File: config.mk
export PLATFORM = sky130hd
export DESIGN_NAME = sram_rw_arbiter
export DESIGN_NICKNAME = d
export VERILOG_FILES = /design/src/rtl/sram_rw_arbiter.sv
export SDC_FILE = /design/constraint.sdc
export NUM_CORES = 1
export LEC_CHECK = 0
export CORE_AREA = 2 2 272 274
export DETAILED_ROUTE_END_ITERATION = 6
export DIE_AREA = 0 0 274 276
export GPL_TIMING_DRIVEN = 1
export PLACE_DENSITY = 0.34
export SYNTH_ARGS = -nofsm -noshare
export SYNTH_HDL_FRONTEND = slang
export SYNTH_SLANG_ARGS = --single-unit
File: constraint.sdc
create_clock -name clock -period 1.5 [get_ports clock]
set_input_delay 0.3 -clock clock [delete_from_list [all_inputs] [get_ports clock]]
set_output_delay 0.3 -clock clock [all_outputs]
set_load 0.01 [all_outputs]
File: src/rtl/sram_rw_arbiter.sv
// Purpose : front-end for a 128-set x 8-way x 20-bit two-port SRAM; zero-sweeps after reset, then arbitrates reads/writes.
// Latency : writes reach the SRAM ports in the accept cycle; read data is returned exactly 1 cycle after acceptance.
// Backpr. : both readys low during the sweep; no response back-pressure; same-set read stalls behind a write unless bypass is built.
//
// Build option: define SRAM_BYPASS_EN to accept a read that collides with a same-cycle write to the
// same set. The write value is then forwarded into the response. Without it, that read is held off a cycle.
//
// Ports
//   clock, reset        single clock, synchronous active-high reset
//   io_init_done        high once every set has been zeroed
//   io_rreq_*           read request handshake + set index
//   io_rresp_*          read response, valid for exactly one cycle, no hold
//   io_wreq_*           write request handshake + set, data, per-way mask
//   io_sram_r_*         SRAM read port (address out, data in one cycle later)
//   io_sram_w_*         SRAM write port (enable, address, data, per-way mask)

module sram_rw_arbiter #(
    parameter  int SETS      = 128,
    parameter  int ADDR_BITS = 7,
    parameter  int WAYS      = 8,
    parameter  int WAY_BITS  = 20,
    localparam int DATA_BITS = WAYS * WAY_BITS
) (
    input  logic                 clock,
    input  logic                 reset,
    output logic                 io_init_done,
    input  logic                 io_rreq_valid,
    output logic                 io_rreq_ready,
    input  logic [ADDR_BITS-1:0] io_rreq_set,
    output logic                 io_rresp_valid,
    output logic [DATA_BITS-1:0] io_rresp_data,
    input  logic                 io_wreq_valid,
    output logic                 io_wreq_ready,
    input  logic [ADDR_BITS-1:0] io_wreq_set,
    input  logic [DATA_BITS-1:0] io_wreq_data,
    input  logic [WAYS-1:0]      io_wreq_mask,
    output logic [ADDR_BITS-1:0] io_sram_r_addr,
    input  logic [DATA_BITS-1:0] io_sram_r_data,
    output logic                 io_sram_w_en,
    output logic [ADDR_BITS-1:0] io_sram_w_addr,
    output logic [DATA_BITS-1:0] io_sram_w_data,
    output logic [WAYS-1:0]      io_sram_w_mask
);

    localparam logic [0:0] ST_INIT = 1'b0;
    localparam logic [0:0] ST_IDLE = 1'b1;

    logic [0:0]           state_q;
    logic [ADDR_BITS-1:0] init_cnt_q;
    logic                 in_idle;
    logic                 sweep_last;
    logic                 set_match;
    logic                 rd_fire;
    logic                 wr_fire;
    logic                 rresp_vld_q;

    assign in_idle    = (state_q == ST_IDLE);
    assign sweep_last = (init_cnt_q == ADDR_BITS'(SETS - 1));
    assign set_match  = (io_rreq_set == io_wreq_set);

    // ------------------------------------------------------------------
    // Request handshakes
    // ------------------------------------------------------------------
    assign io_init_done  = in_idle;
    assign io_wreq_ready = in_idle;

`ifdef SRAM_BYPASS_EN
    // Colliding reads are absorbed by the forwarding path below.
    assign io_rreq_ready = in_idle;
`else
    // A same-set write in flight this cycle would make the SRAM read
    // undefined, so the read yields and retries next cycle.
    assign io_rreq_ready = in_idle && !(io_wreq_valid && set_match);
`endif

    assign rd_fire = io_rreq_valid && io_rreq_ready;
    assign wr_fire = io_wreq_valid && io_wreq_ready;

    // ------------------------------------------------------------------
    // SRAM port drive
    // ------------------------------------------------------------------
    // The read address follows the request set unconditionally; a read
    // that is not accepted simply produces data nobody consumes.
    assign io_sram_r_addr = io_rreq_set;

    always_comb begin
        io_sram_w_en   = 1'b0;
        io_sram_w_addr = io_wreq_set;
        io_sram_w_data = io_wreq_data;
        io_sram_w_mask = io_wreq_mask;
        if (!in_idle) begin
            // Zero sweep: one full-width write per cycle, set = counter.
            io_sram_w_en   = 1'b1;
            io_sram_w_addr = init_cnt_q;
            io_sram_w_data = '0;
            io_sram_w_mask = '1;
        end else begin
            io_sram_w_en   = wr_fire;
        end
    end

    // ------------------------------------------------------------------
    // Sweep sequencer. IDLE is terminal until the next reset.
    // ------------------------------------------------------------------
    always_ff @(posedge clock) begin
        if (reset) begin
            state_q    <= ST_INIT;
            init_cnt_q <= '0;
        end else begin
            case (state_q)
                ST_INIT: begin
                    init_cnt_q <= init_cnt_q + 1'b1;
                    if (sweep_last) begin
                        state_q <= ST_IDLE;
                    end
                end
                default: begin
                    state_q <= ST_IDLE;
                end
            endcase
        end
    end

    // ------------------------------------------------------------------
    // Read response: SRAM data lands the cycle after the address, so the
    // valid flag is just the accept pulse delayed by one.
    // ------------------------------------------------------------------
    always_ff @(posedge clock) begin
        if (reset) begin
            rresp_vld_q <= 1'b0;
        end else begin
            rresp_vld_q <= rd_fire;
        end
    end

    assign io_rresp_valid = rresp_vld_q;

`ifdef SRAM_BYPASS_EN
    logic                 byp_vld_q;
    logic [WAYS-1:0]      byp_mask_q;
    logic [DATA_BITS-1:0] byp_data_q;

    // Capture the write that landed on the same set as the accepted read,
    // so the response reflects the post-write contents of that set.
    always_ff @(posedge clock) begin
        if (reset) begin
            byp_vld_q <= 1'b0;
        end else begin
            byp_vld_q <= rd_fire && wr_fire && set_match;
        end
    end

    // Payload registers only load on a collision and need no reset:
    // they are never observed unless byp_vld_q is set.
    always_ff @(posedge clock) begin
        if (rd_fire && wr_fire && set_match) begin
            byp_mask_q <= io_wreq_mask;
            byp_data_q <= io_wreq_data;
        end
    end

    // Written ways come from the captured write, untouched ways from the
    // SRAM, whose data for unwritten ways is unaffected by the collision.
    always_comb begin
        io_rresp_data = io_sram_r_data;
        for (int w = 0; w < WAYS; w++) begin
            if (byp_vld_q && byp_mask_q[w]) begin
                io_rresp_data[w*WAY_BITS +: WAY_BITS] = byp_data_q[w*WAY_BITS +: WAY_BITS];
            end
        end
    end
`else
    // Collisions never get accepted, so the raw SRAM data is always clean.
    assign io_rresp_data = io_sram_r_data;
`endif

endmodule
# After elaboration in Yosys (flattened, before gate mapping)
# Cells that the tools add are included.
[totals]
reg_bits = 9
in_bits = 346
out_inout_bits = 347
wordCells = 17
[op_classes]
add_sub_neg = 1
eq_ne = 2
mux = 6
n_reduce_logical = 5
[ops]
columns = ["op", "count"]
rows = [
  ["two-way mux 160 bit", 1],
  ["two-way mux 8 bit", 1],
  ["adder 7 x 1 -> 7 bit, second input constant", 1],
  ["== test 7 bit", 1],
  ["== test 7 bit, second input constant", 1],
  ["two-way mux 7 bit", 1],
  ["logical AND 1 bit", 4],
  ["two-way mux 1 bit", 3],
  ["zero test 1 bit", 1],
]

# Logic depth before layout (Yosys ltp)
[depth]
word_depth = 5
mapped_depth = 4
mapped_depth_nobuf = 4

# Worst setup path before layout
# OpenSTA, ideal clock, no wires.
[synth_path]
path_kind = "register to output"
startpoint = "register state_q (netlist: io_init_done)"
endpoint = "output io_rreq_ready"
arrival_time_ns = 1.121
path_slack_ns = 0.079
stages_incl_launch_ff = 4
n_path_buf = 2
path_cell_list = "dfxtp_1 -> buf_2 -> buf_4 -> a21boi_0"
[synth_via]
elab_chain_len = 1
[synth_lines]
columns = ["element", "line_no", "text"]
rows = [
  ["start, declared", "48", "logic [0:0] state_q;"],
  ["start signal, assigned", "107", "state_q <= ST_INIT;"],
  ["start signal, assigned", "114", "state_q <= ST_IDLE;"],
  ["start signal, assigned", "118", "state_q <= ST_IDLE;"],
  ["logical AND 1 bit", "73", "assign io_rreq_ready = in_idle && !(io_wreq_valid && set_match);"],
  ["end, declared", "28", "output logic io_rreq_ready,"],
]
# Every way passes these cells.

# Worst setup path after layout
[layout_path]
startpoint = "register state_q (netlist: io_init_done)"
endpoint = "output io_sram_w_data[52]"
[layout_via]
elab_chain_len = 1
[layout_lines]
columns = ["element", "line_no", "text"]
rows = [
  ["two-way mux 160 bit", "91", "if (!in_idle) begin"],
  ["end, declared", "41", "output logic [DATA_BITS-1:0] io_sram_w_data,"],
]
# Every way passes these cells.

==> results.py <==
metrics = {
    "grt": {
        "antenna_found_initial": 2,
        "overflow": 0,
        "grtUsageTotal": 0.05267,
        "grt_max_degree": 17,
        "grt_pass1_vias": 4264,
        "grt_pass1_wl_um": 28280,
    },
    "synthesis": {
        "yosys-mux-area-fraction": 0.03012,
        "synth-simple-area-share": 0.3967,
        "syn_area_sq_um": 2949,
        "synth-xor-area-share": 0.03267,
        "synth_warnings": 0,
        "synth_top_family_by_area": "buffers and inverters",
        "synth_top_area_share": 0.4302,
        "syn_inst": 412,
        "synthTopCellsByArea": "buf_4, and2_1, dfxtp_1",
        "avgSynthCellArea_sq_um": 7.158,
        "ys_ff_latch": 9,
        "synthAdderAreaFrac": 0.004243,
        "postSynthNetCount": 759,
        "synth_top_area_cell": "buf_4",
        "ys_types": 27,
        "synth-compound-area-share": 0.01443,
        "yosysSeqAreaShare": 0.06109,
    },
    "timing": {
        "final.setup.tns_ps": -16920,
        "whs_ps": 600.0,
        "fin_ws_ps": -217.2,
        "worst_pin_slew_ps": 219.8,
        "final_hold_viol_count": 0,
        "fin_skew_ps": 3.633,
        "fin_crit_sh": 1.145,
        "slew_violations": 0,
        "slew_headroom": 0.8522,
        "setup_viol": 163,
        "timing.fmax_ghz": 0.5823,
        "fin_crit_ps": 1717,
        "rsz0062_at_grt": "yes",
    },
    "routing": {
        "drt_iter0_markers": 94,
        "vias": 3752,
        "drc": 0,
        "dr.pass1.iters": 4,
        "ant_nets": 0,
        "vias_per_cell": 2.306,
        "postRouteWirelength_um": 21720,
        "detail_route.wl_per_cell_um": 13.35,
    },
    "power": {
        "internal_power_w": 0.001095,
        "power_frac_comb": 0.470,
        "p_per_area_nw_per_um2": 178.7,
        "clkPwrFrac": 0.345,
        "switchingPower_w": 0.0002800,
        "peakVddDrop_uv": 262.5,
        "seqPwrFrac": 0.185,
        "finalPower_w": 0.001375,
        "p_sw_frac": 0.2037,
        "p_leak_nw": 3.237,
    },
    "clock_network": {
        "h-tree-depth": 1,
        "tritoncts": "yes",
        "numCtsBuffers": 3,
        "root_buffer": "clkbuf_16",
        "ctsHoldBuffers": 0,
        "cts.sinks": 9,
        "clk_latency_ps": 240,
        "path_clk_slew_ps": 40,
        "clock_path_buffers": 2,
    },
    "die": {
        "core_sq_um": 72590,
        "start_util": 0.04063,
        "rows": 99,
        "die-area_sq_um": 75620,
        "pin_count": 693,
        "fp.dieH_um": 276,
        "die_x_um": 274,
    },
    "layout": {
        "nFillCells": 8412,
        "diodes": 0,
        "multi_input_area_sq_um": 1730,
        "design_area_sq_um": 7692,
        "syn2layout_area_growth_pct": 160.8,
        "layoutNonFillerInstCount": 1627,
        "layout_common_cells": "clkdlybuf4s50_1, buf_6, and2_4",
        "layout-drive-gt1-share": 0.5524,
        "mostFrequentLayoutCell": "clkdlybuf4s50_1",
        "finalNetCount": 1016,
        "regArea_sq_um": 183.9,
    },
    "place": {
        "io_buffer_count": 372,
        "globalplace.congestion": 0.8131,
        "postPlaceCellArea_sq_um": 6785,
        "dp_cells": 1583,
        "dp_hpwl_um": 15660,
    },
    "worst_setup_path": {
        "worstPathMaxFanout": 8,
        "r2r-start": "io_init_done",
        "crit_required_ps": 1200,
        "cp-startpoint": "io_init_done",
        "cp.arrival_ps": 1420,
        "path_class": "flip-flop to output pin",
        "cp-start-kind": "flip-flop",
        "end_kind": "output pin",
    },
    "hold_path": {
        "hold_start": "io_sram_r_data[108]",
        "min-delay-path-class": "primary input to output pin",
    },
    "job": {
        "cap_viol_max_count": 0,
    },
    "outcome": {
        "status": "complete, but fails checks",
        "violations": "setup timing",
    },
}
## layer usage
layer / global-route usage / vias to the layer above / part of all wire
met1: 0.05020 / 1642 / 0.33
met4: 0.01895 / 0 / 0.036
met3: 0.03257 / 39 / 0.16
met5: 0 / - / 0
met2: 0.09169 / 473 / 0.48
li1: - / 1598 / -
## final timing paths
check	endpoint	slack (ps)	depth (start not counted)
worst max-delay path	io_sram_w_data[52]	-220	6
worst max register to register	init_cnt_q[5]	-130	7
worst min-delay path	io_rresp_data[108]	600	0
worst min register to register	init_cnt_q[5]	640	3
## stage by stage
stage,setup slack [ps],util
after CTS,-266.6,0.1045
final,-217.2,0.1060
after global routing,-252.9,0.1060
after global placement,-952.5,0.09348
after floorplan,78.92,-
after detailed placement,-959.1,0.09348
## registers in the layout, summed over array words and instances (netlist names)
register        count
init_cnt_q          7
io_init_done        1
io_rresp_valid      1
## what timing repair did
item / CTS / global route
buffers inserted: 29 / 11
setup endpoints to repair: 188 / 177
pin swaps: 10 / 9
resized for setup: 945 / 86
gates cloned: 14 / 0
endpoints found under the hold margin: 0 / 0
## logic make-up after synthesis
logic type,after synthesis
compound gates,7
xor+xnor,11
fa+ha+maj,1
buf+inv,189
flops,9
mux,8
simple gates,187
## layout make-up
type,instances,share of cell area
multi-input combinational,214,0.2250
tap,959,0.1560
clock buffer,4,0.01025
timing repair buffer,441,0.5849
sequential,9,0.02391
## cells in the mapped netlist
| cell | instances |
|---|---|
| xor2_1 | 7 |
| a31o_2 | 1 |
| nand3_2 | 1 |
| nor4_1 | 1 |
| or3_1 | 1 |
| and2_1 | 160 |
| dfxtp_1 | 9 |
| nor2b_1 | 1 |
| buf_4 | 169 |
| nand2b_1 | 10 |
| and4_2 | 1 |
| xnor2_1 | 4 |
| a21boi_0 | 1 |
| and4_1 | 1 |
| nand4b_1 | 2 |
| a31oi_1 | 1 |
| clkbuf_2 | 10 |
| ha_1 | 1 |
| a21oi_1 | 3 |
| nand3b_1 | 2 |
| nor2_1 | 7 |
| buf_2 | 2 |
| buf_1 | 1 |
| mux2_2 | 7 |
| mux2i_1 | 1 |
| clkbuf_1 | 7 |
| o21ai_0 | 1 |
## critical path, cell delays in order (launching register included)
cell,delay [ps]
dfxtp_4,350
buf_12,150
buf_12,150
buf_16,150
buf_6,120
and2_4,130
buf_6,110
## power by group through the flow
stage / sequential [W] / combinational, W / clock, W
after detailed placement: 0.000262 / 0.000633 / 0
final: 0.000255 / 0.000646 / 0.000474
after global placement: 0.000261 / 0.000633 / 0
after floorplan: 0.000259 / 0.000507 / 0
after CTS: 0.000258 / 0.000646 / 0.000490
after global routing: 0.000258 / 0.000686 / 0.000504
No activity file was read; power rests on OpenSTA's default activity.
